## config.mk

```make
export PLATFORM = sky130hd
export DESIGN_NAME = mem_arbiter_flat
export DESIGN_NICKNAME = d
export VERILOG_FILES = /design/src/rtl/mem_arbiter_if.sv /design/src/rtl/mem_arbiter.sv /design/src/flat_wrapper.sv
export SDC_FILE = /design/constraint.sdc
export NUM_CORES = 1
export LEC_CHECK = 0
export CAP_MARGIN = 20
export CORE_ASPECT_RATIO = 0.8
export CORE_MARGIN = 5
export CORE_UTILIZATION = 40
export DETAILED_ROUTE_END_ITERATION = 16
export PLACE_DENSITY = 0.95
export SLEW_MARGIN = 40
export SYNTH_ARGS = -nofsm -noshare
export SYNTH_HDL_FRONTEND = slang
export SYNTH_SLANG_ARGS = --single-unit
```

## constraint.sdc

```tcl
create_clock -name CLK -period 6.1 [get_ports CLK]
set_input_delay 1.22 -clock CLK [delete_from_list [all_inputs] [get_ports CLK]]
set_output_delay 1.22 -clock CLK [all_outputs]
set_load 0.1 [all_outputs]
```

## src/rtl/mem_arbiter_if.sv

```systemverilog
// rtl/mem_arbiter_if.sv - Requester and RAM-side signal bundle for mem_arbiter.
interface mem_arbiter_if #(
  parameter int ADDR_W = 32,
  parameter int DATA_W = 32
);
  logic              iren;
  logic [ADDR_W-1:0] iaddr;
  logic [DATA_W-1:0] iload;
  logic              idone;

  logic              dren;
  logic              dwen;
  logic [ADDR_W-1:0] daddr;
  logic [DATA_W-1:0] dstore;
  logic [DATA_W-1:0] dload;
  logic              ddone;

  logic              ram_ren;
  logic              ram_wen;
  logic [ADDR_W-1:0] ram_addr;
  logic [DATA_W-1:0] ram_store;
  logic [DATA_W-1:0] ram_load;
  logic              ram_ready;

  modport slave (
    input  iren, iaddr, dren, dwen, daddr, dstore, ram_load, ram_ready,
    output iload, idone, dload, ddone, ram_ren, ram_wen, ram_addr, ram_store
  );

  modport master (
    output iren, iaddr, dren, dwen, daddr, dstore, ram_load, ram_ready,
    input  iload, idone, dload, ddone, ram_ren, ram_wen, ram_addr, ram_store
  );
endinterface

```

## src/rtl/mem_arbiter.sv

```systemverilog
// rtl/mem_arbiter.sv - Fetch/data arbiter for a single-ported RAM.
// Data wins by default; a starvation counter forces a fetch grant after STARVE_MAX data grants.
module mem_arbiter #(
  parameter int ADDR_W     = 32,
  parameter int DATA_W     = 32,
  parameter int STARVE_MAX = 4
) (
  input  logic            CLK,
  input  logic            RST,
  mem_arbiter_if.slave    bus
);

  typedef enum logic [1:0] {
    IDLE   = 2'd0,
    I_BUSY = 2'd1,
    D_BUSY = 2'd2
  } state_t;

  localparam logic [3:0] STARVE_LIM = 4'(STARVE_MAX);

  state_t            state_q, state_d;
  logic [3:0]        starve_cnt_q, starve_cnt_d;
  logic [ADDR_W-1:0] req_addr_q, req_addr_d;
  logic [DATA_W-1:0] req_store_q, req_store_d;
  logic              req_write_q, req_write_d;

  logic data_pend;
  logic starve_hit;

  always_comb begin
    data_pend  = bus.dren | bus.dwen;
    starve_hit = data_pend && bus.iren && (starve_cnt_q == STARVE_LIM);
  end

  always_ff @(posedge CLK or posedge RST) begin
    if (RST) begin
      state_q      <= IDLE;
      starve_cnt_q <= '0;
      req_addr_q   <= '0;
      req_store_q  <= '0;
      req_write_q  <= 1'b0;
    end else begin
      state_q      <= state_d;
      starve_cnt_q <= starve_cnt_d;
      req_addr_q   <= req_addr_d;
      req_store_q  <= req_store_d;
      req_write_q  <= req_write_d;
    end
  end

  // Operands are captured only at the grant edge; requester changes during BUSY are ignored.
  always_comb begin
    state_d      = state_q;
    starve_cnt_d = starve_cnt_q;
    req_addr_d   = req_addr_q;
    req_store_d  = req_store_q;
    req_write_d  = req_write_q;
    case (state_q)
      IDLE: begin
        if (starve_hit || (!data_pend && bus.iren)) begin
          state_d      = I_BUSY;
          req_addr_d   = bus.iaddr;
          req_write_d  = 1'b0;
          starve_cnt_d = '0;
        end else if (data_pend) begin
          state_d     = D_BUSY;
          req_addr_d  = bus.daddr;
          req_store_d = bus.dstore;
          req_write_d = bus.dwen;
          if (!bus.iren) begin
            starve_cnt_d = '0;
          end else if (starve_cnt_q < STARVE_LIM) begin
            starve_cnt_d = starve_cnt_q + 4'd1;
          end
        end
      end
      I_BUSY, D_BUSY: begin
        if (bus.ram_ready) begin
          state_d = IDLE;
        end
      end
      default: state_d = IDLE;
    endcase
  end

  // RAM controls depend on state and captured registers only, never on requester inputs.
  always_comb begin
    bus.ram_ren   = 1'b0;
    bus.ram_wen   = 1'b0;
    bus.ram_addr  = '0;
    bus.ram_store = '0;
    bus.idone     = 1'b0;
    bus.iload     = '0;
    bus.ddone     = 1'b0;
    bus.dload     = '0;
    case (state_q)
      I_BUSY: begin
        bus.ram_ren  = 1'b1;
        bus.ram_addr = req_addr_q;
        if (bus.ram_ready) begin
          bus.idone = 1'b1;
          bus.iload = bus.ram_load;
        end
      end
      D_BUSY: begin
        bus.ram_wen   = req_write_q;
        bus.ram_ren   = !req_write_q;
        bus.ram_addr  = req_addr_q;
        bus.ram_store = req_store_q;
        if (bus.ram_ready) begin
          bus.ddone = 1'b1;
          bus.dload = req_write_q ? '0 : bus.ram_load;
        end
      end
      default: ;
    endcase
  end

  a_one_done: assert property (@(posedge CLK) disable iff (RST) !(bus.idone && bus.ddone));
  a_idle_quiet: assert property (@(posedge CLK) disable iff (RST)
    (state_q == IDLE) |-> !(bus.ram_ren || bus.ram_wen));

endmodule

```

## src/flat_wrapper.sv

```systemverilog
// flat-port wrapper written by rule: the top's interface ports become plain ports
module mem_arbiter_flat 
#(
  parameter int ADDR_W     = 32,
  parameter int DATA_W     = 32,
  parameter int STARVE_MAX = 4
)
  (CLK, RST, bus_iren, bus_iaddr, bus_dren, bus_dwen, bus_daddr, bus_dstore, bus_ram_load, bus_ram_ready, bus_iload, bus_idone, bus_dload, bus_ddone, bus_ram_ren, bus_ram_wen, bus_ram_addr, bus_ram_store);
  mem_arbiter_if #(.ADDR_W(ADDR_W), .DATA_W(DATA_W)) bus_i ();
  input  logic CLK;
  input  logic RST;
  input wire logic [$bits(bus_i.iren)-1:0] bus_iren;
  input wire logic [$bits(bus_i.iaddr)-1:0] bus_iaddr;
  input wire logic [$bits(bus_i.dren)-1:0] bus_dren;
  input wire logic [$bits(bus_i.dwen)-1:0] bus_dwen;
  input wire logic [$bits(bus_i.daddr)-1:0] bus_daddr;
  input wire logic [$bits(bus_i.dstore)-1:0] bus_dstore;
  input wire logic [$bits(bus_i.ram_load)-1:0] bus_ram_load;
  input wire logic [$bits(bus_i.ram_ready)-1:0] bus_ram_ready;
  output wire logic [$bits(bus_i.iload)-1:0] bus_iload;
  output wire logic [$bits(bus_i.idone)-1:0] bus_idone;
  output wire logic [$bits(bus_i.dload)-1:0] bus_dload;
  output wire logic [$bits(bus_i.ddone)-1:0] bus_ddone;
  output wire logic [$bits(bus_i.ram_ren)-1:0] bus_ram_ren;
  output wire logic [$bits(bus_i.ram_wen)-1:0] bus_ram_wen;
  output wire logic [$bits(bus_i.ram_addr)-1:0] bus_ram_addr;
  output wire logic [$bits(bus_i.ram_store)-1:0] bus_ram_store;
  assign bus_i.iren = bus_iren;
  assign bus_i.iaddr = bus_iaddr;
  assign bus_i.dren = bus_dren;
  assign bus_i.dwen = bus_dwen;
  assign bus_i.daddr = bus_daddr;
  assign bus_i.dstore = bus_dstore;
  assign bus_i.ram_load = bus_ram_load;
  assign bus_i.ram_ready = bus_ram_ready;
  assign bus_iload = bus_i.iload;
  assign bus_idone = bus_i.idone;
  assign bus_dload = bus_i.dload;
  assign bus_ddone = bus_i.ddone;
  assign bus_ram_ren = bus_i.ram_ren;
  assign bus_ram_wen = bus_i.ram_wen;
  assign bus_ram_addr = bus_i.ram_addr;
  assign bus_ram_store = bus_i.ram_store;
  mem_arbiter #(.ADDR_W(ADDR_W), .DATA_W(DATA_W), .STARVE_MAX(STARVE_MAX)) u_core (.CLK(CLK), .RST(RST), .bus(bus_i));
endmodule
```

==> summary.txt, run 1 <==
Outcome
  – Outcome: finished, final reports clean

Logic synthesis
  – Area leader, netlist: dfrtp_1
  – Syn nets: 578
  – Synth top area cells: dfrtp_1 44%, mux2_4 11%, and2_1 10%
  – Synth unique cells: 29
  – Mapped Cells: 439
  – Seq/Total Area, Yosys: 0.436
  – Post-Syn Area: 0.00408 sq mm
  – Synthesized flop and latch total: 71
  – Ys Warns: 0
  – Syn_area_per_cell: 9.29 sq um
  – Top-area cell type share of the netlist area: 0.436

Worst setup path
  – Worst-path fanout max: 35
  – Crit path launch: bus_ram_ready
  – CP bufs+invs: 2
  – Reg2Reg Depth: 6
  – Worst EP required: 4.88 ns
  – Crit path max-delay family: simple AND/OR/NAND/NOR gates
  – Startpoint Class: primary input
  – Max incr delay on CP: 0.53 ns
  – Flop2flop setup slack: 3.65 ns
  – Worst-path cell chain: buf_2, and2_2, and3_1, buf_4
  – Slowest stage cell on the critical path: and2_2
  – WP data arrival: 2.67 ns
  – FF-to-FF End: u_core.req_store_q[3]$_DFFE_PP0P_
  – Crit. End Element: output port
  – CP Class: in -> out
  – Reg-to-Reg Start: u_core.starve_cnt_q[0]$_DFFE_PP0P_

Finish
  – Fillcell total: 814
  – Most common cell after layout, fill and taps aside: clkdlybuf4s50_1
  – Layout cells sized above 1: 0.283
  – Ant diodes: 0
  – Most frequent cells in the layout: 132 x clkdlybuf4s50_1, 99 x buf_2, 71 x dfrtp_1
  – Nets@finish: 821
  – Area Overhead vs Synth: 60.7%

Min path
  – WHS Path Cells: 1
  – Hold/Removal Path Class: reg -> reg
  – Hold path startpoint: u_core.req_store_q[31]$_DFFE_PP0P_
  – WHS Endpoint: u_core.req_store_q[31]$_DFFE_PP0P_

Timing
  – Final setup fails: 0
  – Final slew viol count: 0
  – Rel. slew slack: 0.510
  – Worst Clk Skew: 0.00840 ns
  – Slew @ Worst Pin: 0.734 ns
  – Min Tclk post-route: 3.89 ns
  – RSZ-0062 raised after global routing: false
  – Final Hold Vio Count: 0
  – Final TNS setup: 0 ns
  – Fin crit share: 0.638
  – Achievable Freq: 257 MHz

Floorplan
  – Cell Rows: 33
  – Io pins: 266
  – Die Ht: 100 microns
  – Die span in x: 123 microns
  – Initial core utilization: 0.403
  – Die ar.: 0.0123 sq mm
  – Core Box Area: 0.0101 sq mm

Detailed routing
  – TritonRoute pass-1 iters: 4
  – Wire per inst: 16.4 microns
  – Via density: 4.96
  – WL final: 13600 microns
  – DRT iter0 DRCs: 155
  – Residual DRC: 0
  – Vias: 4096
  – Post-DRT Antenna Nets: 0

Clock network
  – Clock sink count: 71
  – Clk slew on worst S/H paths: 0.06 ns
  – Post-CTS setup buffer count: 0
  – Worst-Skew Late Latency: 0.33 ns
  – Post-cts resize count: 0
  – Num CTS Buffers: 9
  – Clk root buf: clkbuf_16
  – H-Tree Depth: 3
  – CTS tree: built
  – Hold Buf Count CTS: 0
  – Clock Tree Buf Depth: 2

Global route
  – GR Overflow Total: 0
  – Vias in the first global route: 4201
  – Initial antenna violation count: 0
  – GR Util All Layers: 0.209
  – Pin count of the biggest net entering global routing: 72
  – First-pass GRT wire length: 20400 microns

Placement
  – Routability cong.: 0.802
  – HPWL Detailed: 10200 microns
  – Port Buffers: 265

Flow run
  – # Max-Cap Violations: 0
worst register-to-register path, stage by stage (launching register included):
cell	delay (ns)
dfrtp_1	0.35
inv_1	0.06
ha_1	0.21
and3b_1	0.22
o21ai_4	0.40
nand3_4	0.56
mux2_4	0.53
cell usage after synthesis (all sizes together):
cell,instances
ha,5
o22ai,1
a22o,2
dfrtp,71
a31oi,32
or2,1
and3b,1
mux2,33
and2,67
nor2,35
nor2b,2
buf,5
a32o,2
and3,64
a21oi,2
nand2b,1
inv,7
and4,1
nand3,1
o21a,1
a21boi,1
o21ai,3
nor3,1
nor4b,1
nand2,68
clkbuf,31
per-stage QoR:
| step | util | area (sq um) | cells | setup slack, ns | hold WS [ns] |
|---|---|---|---|---|---|
| after detailed placement | 0.614 | 6210 | 810 | 1.28 | 0.485 |
| final | 0.648 | 6550 | 826 | 2.21 | 0.499 |
| after floorplan | - | 4080 | 439 | 1.59 | 0.470 |
| after CTS | 0.646 | 6540 | 825 | 1.28 | 0.502 |
| after global routing | 0.648 | 6550 | 826 | 2.09 | 0.517 |
| after global placement | 0.661 | 6680 | 810 | 1.28 | 0.484 |
registers in the layout, indices dropped and copies added (netlist names):
signal / cells
u_core.req_addr_q: 32
u_core.req_store_q: 32
u_core.starve_cnt_q: 4
u_core.req_write_q: 1
u_core.state_q: 2
per-layer routing:
metal / up-vias / routed length, microns / part of all wire / global-route usage
met4: 0 / 254 / 0.019 / 0.0628
li1: 1957 / - / - / -
met2: 188 / 7080 / 0.52 / 0.391
met3: 18 / 1350 / 0.099 / 0.0676
met5: - / 0 / 0 / 0
met1: 1933 / 4900 / 0.36 / 0.222
area by class of cell:
class                           count  area, sq um  share of cell area
Tap cell                          140          175              0.0267
Timing Repair Buffer              268         2110               0.321
Inverter                            7         26.3             0.00401
Clock inverter                      4         77.6              0.0118
Multi-Input combinational cell    325         2140               0.326
Clock buffer                       11          253              0.0386
Sequential cell                    71         1780               0.271
logic make-up after synthesis:
family | Yosys count | synth area share
compound gates | 44 | 0.0724
simple gates | 243 | 0.312
mux | 33 | 0.119
buf+inv | 43 | 0.0457
fa+ha+maj | 5 | 0.0153
flops | 71 | 0.436
worst max-delay path by stage:
stage,to,slack [ns],cells past startpoint
floorplan,bus_dload[22],1.59,3
global placement,bus_iload[31],1.28,3
detailed placement,bus_dload[13],1.28,4
CTS,bus_dload[13],1.28,4
global route,bus_dload[24],2.09,4
finish,bus_dload[30],2.21,4
Power of run 1 is left out: the tool's default activity adds up to more than one toggle a clock period on the data nets, which glitch-free logic cannot reach.
==> run 2: changes to the inputs <==
- CORE_UTILIZATION: 40 -> 33
- PLACE_DENSITY: 0.95 -> 0.86
- clock period: 6.1 -> 3.33 ns (I/O delays scaled with it)
==> summary.txt, run 2 (synthesis results as in run 1) <==
Min path
  – Hold/Removal Path Class: reg -> reg
  – Hold path startpoint: u_core.req_store_q[17]$_DFFE_PP0P_
  – WHS Path Cells: 1 (unchanged)
  – WHS Endpoint: u_core.req_store_q[17]$_DFFE_PP0P_

Clock network
  – Post-cts resize count: 0 (unchanged)
  – CTS tree: built
  – H-Tree Depth: 3 (unchanged)
  – Clk slew on worst S/H paths: 0.06 ns (about the same)
  – Hold Buf Count CTS: 0 (unchanged)
  – Clk root buf: clkbuf_16
  – Clock sink count: 71 (unchanged)
  – Num CTS Buffers: 9 (unchanged)
  – Post-CTS setup buffer count: 0 (unchanged)
  – Clock Tree Buf Depth: 2 (unchanged)
  – Worst-Skew Late Latency: 0.33 ns (about the same)

Timing
  – Fin crit share: 0.860
  – Final Hold Vio Count: 0 (unchanged)
  – Achievable Freq: 349 MHz
  – Slew @ Worst Pin: 0.779 ns (+0.0452 ns)
  – Final TNS setup: 0 ns (unchanged)
  – Min Tclk post-route: 2.86 ns
  – Final setup fails: 0 (unchanged)
  – RSZ-0062 raised after global routing: false
  – Rel. slew slack: 0.480 (-0.0297)
  – Final slew viol count: 0 (unchanged)
  – Worst Clk Skew: 0.00843 ns (+0.0000299 ns)

Flow run
  – # Max-Cap Violations: 0 (unchanged)

Finish
  – Biggest regs: u_core.req_addr_q x32, u_core.req_store_q x32, u_core.starve_cnt_q x4
  – Most common cell after layout, fill and taps aside: clkdlybuf4s50_1
  – Nets@finish: 828 (+0.85%)
  – Sequential cell area: 0.00178 sq mm (unchanged)
  – Layout cells sized above 1: 0.282 (-0.000378)
  – Area Overhead vs Synth: 99.6%
  – Fillcell total: 858 (+5.4%)
  – Ant diodes: 0 (unchanged)
  – Most frequent cells in the layout: 133 x clkdlybuf4s50_1, 104 x buf_12, 71 x dfrtp_1
  – Area of the multi-input gates: 0.00212 sq mm (-0.70%)

Floorplan
  – Io pins: 266 (unchanged)
  – Cell Rows: 36 (+9.1%)
  – Die Ht: 109 microns (+9.1%)
  – Initial core utilization: 0.335 (-0.0678)
  – Core Box Area: 0.0122 sq mm (+20%)
  – Die span in x: 134 microns (+9.3%)
  – Die ar.: 0.0147 sq mm (+19%)

Global route
  – First-pass GRT wire length: 23000 microns (+12%)
  – GR Util All Layers: 0.200 (-0.00905)
  – Initial antenna violation count: 0 (unchanged)
  – GR Overflow Total: 0 (unchanged)
  – Pin count of the biggest net entering global routing: 72 (unchanged)
  – Vias in the first global route: 4254 (+1.3%)

Worst setup path
  – FF-to-FF End: u_core.req_store_q[16]$_DFFE_PP0P_
  – Worst EP required: 2.66 ns (-2.22 ns)
  – Reg-to-Reg Start: u_core.starve_cnt_q[0]$_DFFE_PP0P_
  – WP data arrival: 2.20 ns (-0.47 ns)
  – CP Class: reg -> out
  – Crit. End Element: output port
  – Startpoint Class: register
  – Reg2Reg Depth: 7 (+1)
  – Worst-path fanout max: 34 (-2.9%)
  – Flop2flop setup slack: 1.18 ns (-2.47 ns)

Detailed routing
  – Via density: 4.95 (about the same)
  – DRT iter0 DRCs: 149 (-3.9%)
  – Vias: 4191 (+2.3%)
  – TritonRoute pass-1 iters: 4 (unchanged)
  – Wire per inst: 18.2 microns (+10%)
  – Post-DRT Antenna Nets: 0 (unchanged)
  – WL final: 15400 microns (+13%)
  – Residual DRC: 0 (unchanged)

Placement
  – HPWL Detailed: 12200 microns (+19%)
  – Port Buffers: 265 (unchanged)
  – Routability cong.: 0.821 (+2.4%)

Outcome
  – Outcome: finished, final reports clean
-- run 2: cell count changes in the layout (fill, tap and decap cells not counted), moves of 2 or more --
cell / previous run / this run
ha_1: 2 / 4
buf_12: 0 / 104
buf_2: 99 / 0
buf_4: 35 / 38
ha_2: 3 / 1
-- run 2: worst max path at each step --
stage | start | to | slack (ns) | cells past startpoint
detailed placement | bus_ram_ready | bus_dload[20] | 0.66 | 5
floorplan | u_core.state_q[0]$_DFFE_PP0P_ | bus_dload[22] | 0.38 | 5
CTS | u_core.state_q[0]$_DFFE_PP0P_ | bus_dload[20] | 0.44 | 7
global route | u_core.state_q[0]$_DFFE_PP0P_ | bus_dload[20] | 0.33 | 7
finish | u_core.state_q[0]$_DFFE_PP0P_ | bus_dload[29] | 0.47 | 7
global placement | bus_ram_ready | bus_dload[7] | 0.70 | 5
-- run 2: final cells by class --
type                       instances  area share
tap                              152      0.0234
multi-input combinational        325       0.261
sequential                        71       0.218
clock buffer                      11      0.0298
timing repair buffer             275       0.454
clock inverter                     5     0.00999
inverter                           7     0.00323
-- run 2: per-layer routing --
metal | vias to the layer above | GRT usage | wire, microns
met3 | 24 | 0.0695 | 1320
met4 | 0 | 0.0654 | 354
met1 | 1983 | 0.216 | 5720
met2 | 204 | 0.368 | 7970
met5 | - | 0 | 0
li1 | 1980 | - | -
-- run 2: worst max-delay path, cell delays in order, from the launching register on --
cell and delay [ns]:
dfrtp_1 0.40, inv_1 0.09, ha_1 0.17, buf_4 0.28
and2_1 0.17, buf_4 0.29, and3_1 0.27, buf_12 0.19
-- run 2: metrics by stage --
stage | instances | hold WS, ns | area [sq um] | worst slack, ns | utilization
6_report | 846 | 0.501 | 8140 | 0.468 | 0.669
3_3_place_gp | 830 | 0.480 | 7810 | 0.699 | 0.642
4_1_cts | 846 | 0.502 | 8140 | 0.437 | 0.669
3_5_place_dp | 830 | 0.485 | 7810 | 0.660 | 0.642
2_1_floorplan | 439 | 0.470 | 4080 | 0.377 | -
5_1_grt | 846 | 0.514 | 8140 | 0.329 | 0.669
Power of run 2 is left out for the same reason.
==> run 3: changes to the inputs <==
- SLEW_MARGIN: 40 -> not set
- clock period: 3.33 -> 2.57 ns (I/O delays scaled with it)
==> summary.txt, run 3 (synthesis results as in run 1) <==
Clock network
  – CTS tree: built
  – Clk slew on worst S/H paths: 0.06 ns (about the same)
  – H-Tree Depth: 3 (unchanged)
  – Clock sink count: 71 (unchanged)
  – Post-CTS setup buffer count: 0 (unchanged)
  – Clk root buf: clkbuf_16
  – Worst-Skew Late Latency: 0.33 ns (about the same)
  – Clock Tree Buf Depth: 2 (unchanged)
  – Num CTS Buffers: 9 (unchanged)

Floorplan
  – Die ar.: 0.0147 sq mm (unchanged)
  – Core Box Area: 0.0122 sq mm (unchanged)
  – Cell Rows: 36 (unchanged)
  – Die Ht: 109 microns (unchanged)
  – Initial core utilization: 0.335 (unchanged)
  – Io pins: 266 (unchanged)
  – Die span in x: 134 microns (unchanged)

Detailed routing
  – TritonRoute pass-1 iters: 4 (unchanged)
  – DRT iter0 DRCs: 237 (+59%)
  – Vias: 4267 (+1.8%)
  – Post-DRT Antenna Nets: 0 (unchanged)
  – WL final: 16200 microns (+5.5%)
  – Wire per inst: 19.1 microns (+5.3%)
  – Via density: 5.03 (+1.6%)
  – Residual DRC: 0 (unchanged)

Timing
  – Final Hold Vio Count: 0 (unchanged)
  – Final setup fails: 0 (unchanged)
  – Final slew viol count: 0 (unchanged)
  – Worst Setup Slack, final: 0.110 ns (-0.358 ns)
  – Fin crit share: 0.957
  – Rel. slew slack: 0.481 (+0.00116)
  – Min Tclk post-route: 2.46 ns
  – Final TNS setup: 0 ns (unchanged)
  – Achievable Freq: 406 MHz
  – Slew @ Worst Pin: 0.777 ns (-0.00174 ns)
  – Worst Clk Skew: 0.00793 ns (-0.000504 ns)
  – RSZ-0062 raised after global routing: false

Placement
  – Place WS: 0.223 ns (-0.437 ns)
  – Routability cong.: 0.820 (-0.12%)
  – Dpl cells: 832 (+0.24%)
  – HPWL Detailed: 13400 microns (+10%)
  – Port Buffers: 265 (unchanged)

Worst setup path
  – Crit path launch: u_core.state_q[0]$_DFFE_PP0P_
  – WP data arrival: 1.95 ns (-0.25 ns)
  – CP Class: reg -> out
  – Worst-path fanout max: 30 (-12%)
  – Reg-to-Reg Start: u_core.starve_cnt_q[0]$_DFFE_PP0P_
  – Startpoint Class: register
  – Crit. End Element: output port
  – Worst EP required: 2.06 ns (-0.60 ns)

Finish
  – Most common cell after layout, fill and taps aside: buf_12
  – Area Overhead vs Synth: 111%
  – Non-filler cells, final: 848 (+0.24%)
  – Biggest regs: u_core.req_addr_q x32, u_core.req_store_q x32, u_core.starve_cnt_q x4
  – Area of the multi-input gates: 0.00214 sq mm (+0.65%)
  – Nets@finish: 830 (+0.24%)
  – Fillcell total: 793 (-7.6%)
  – Ant diodes: 0 (unchanged)
  – Most frequent cells in the layout: 136 x buf_12, 133 x clkdlybuf4s50_1, 71 x dfrtp_1
  – Sequential cell area: 0.00178 sq mm (unchanged)
  – Layout cells sized above 1: 0.300 (+0.0179)

Global route
  – Vias in the first global route: 4561 (+7.2%)
  – Initial antenna violation count: 0 (unchanged)
  – GR Util All Layers: 0.217 (+0.0170)
  – Pin count of the biggest net entering global routing: 52 (-28%)
  – First-pass GRT wire length: 24800 microns (+8.0%)
  – GR Overflow Total: 0 (unchanged)

Outcome
  – Outcome: finished, final reports clean

Flow run
  – # Max-Cap Violations: 0 (unchanged)

Min path
  – Hold/Removal Path Class: reg -> reg
  – Hold path startpoint: u_core.req_store_q[13]$_DFFE_PP0P_
[run 3: cell count changes in the layout (fill, tap and decap cells not counted), sizes merged]
| cell | previous run | this run |
|---|---|---|
| buf | 142 | 144 |
| bufinv | 2 | 4 |
| clkbuf | 11 | 9 |
| clkinv | 2 | 0 |
| clkinvlp | 1 | 0 |
| inv | 7 | 10 |
[run 3: final cells by class]
| cell class | count | share of cell area |
|---|---|---|
| Inverter | 7 | 0.00305 |
| Multi-Input combinational cell | 325 | 0.248 |
| Clock buffer | 9 | 0.0261 |
| Clock inverter | 7 | 0.0176 |
| Tap cell | 152 | 0.0221 |
| Sequential cell | 71 | 0.206 |
| Timing Repair Buffer | 277 | 0.477 |
[run 3: critical path, stage by stage (launching register included)]
cell     delay, ns
dfrtp_1       0.40
inv_1         0.09
ha_1          0.22
and2_1        0.26
buf_12        0.20
and3_1        0.25
buf_12        0.19
[run 3: per-stage QoR]
step	cell area, sq um	utilization	hold WS, ns
floorplan	4090	-	0.470
global placement	8240	0.678	0.482
detailed placement	8240	0.678	0.491
CTS	8620	0.709	0.508
global route	8620	0.709	0.527
finish	8620	0.709	0.506
[run 3: final timing paths]
path,endpoint,slack [ns],cells past startpoint
setup / recovery,bus_dload[11],0.11,6
hold / removal,u_core.req_store_q[13]$_DFFE_PP0P_,0.51,1
setup reg to reg,u_core.req_store_q[11]$_DFFE_PP0P_,0.57,7
hold reg to reg,u_core.req_store_q[13]$_DFFE_PP0P_,0.51,1
max in group asynchronous,u_core.req_addr_q[30]$_DFFE_PP0P_,1.25,3
min in group asynchronous,u_core.req_store_q[28]$_DFFE_PP0P_,0.66,2
[run 3: metal layers]
metal,routed length [microns],vias to the layer above,track usage
li1,-,1988,-
met1,6070,2037,0.234
met5,0,-,0
met4,346,0,0.0654
met3,1350,28,0.0737
met2,8440,214,0.405
[run 3: repair_timing]
item / CTS / global route
endpoints found under the setup margin: 0 / 24
hold buffers: 0 / 0
gates resized for setup: 0 / 1
Power of run 3 is left out for the same reason.
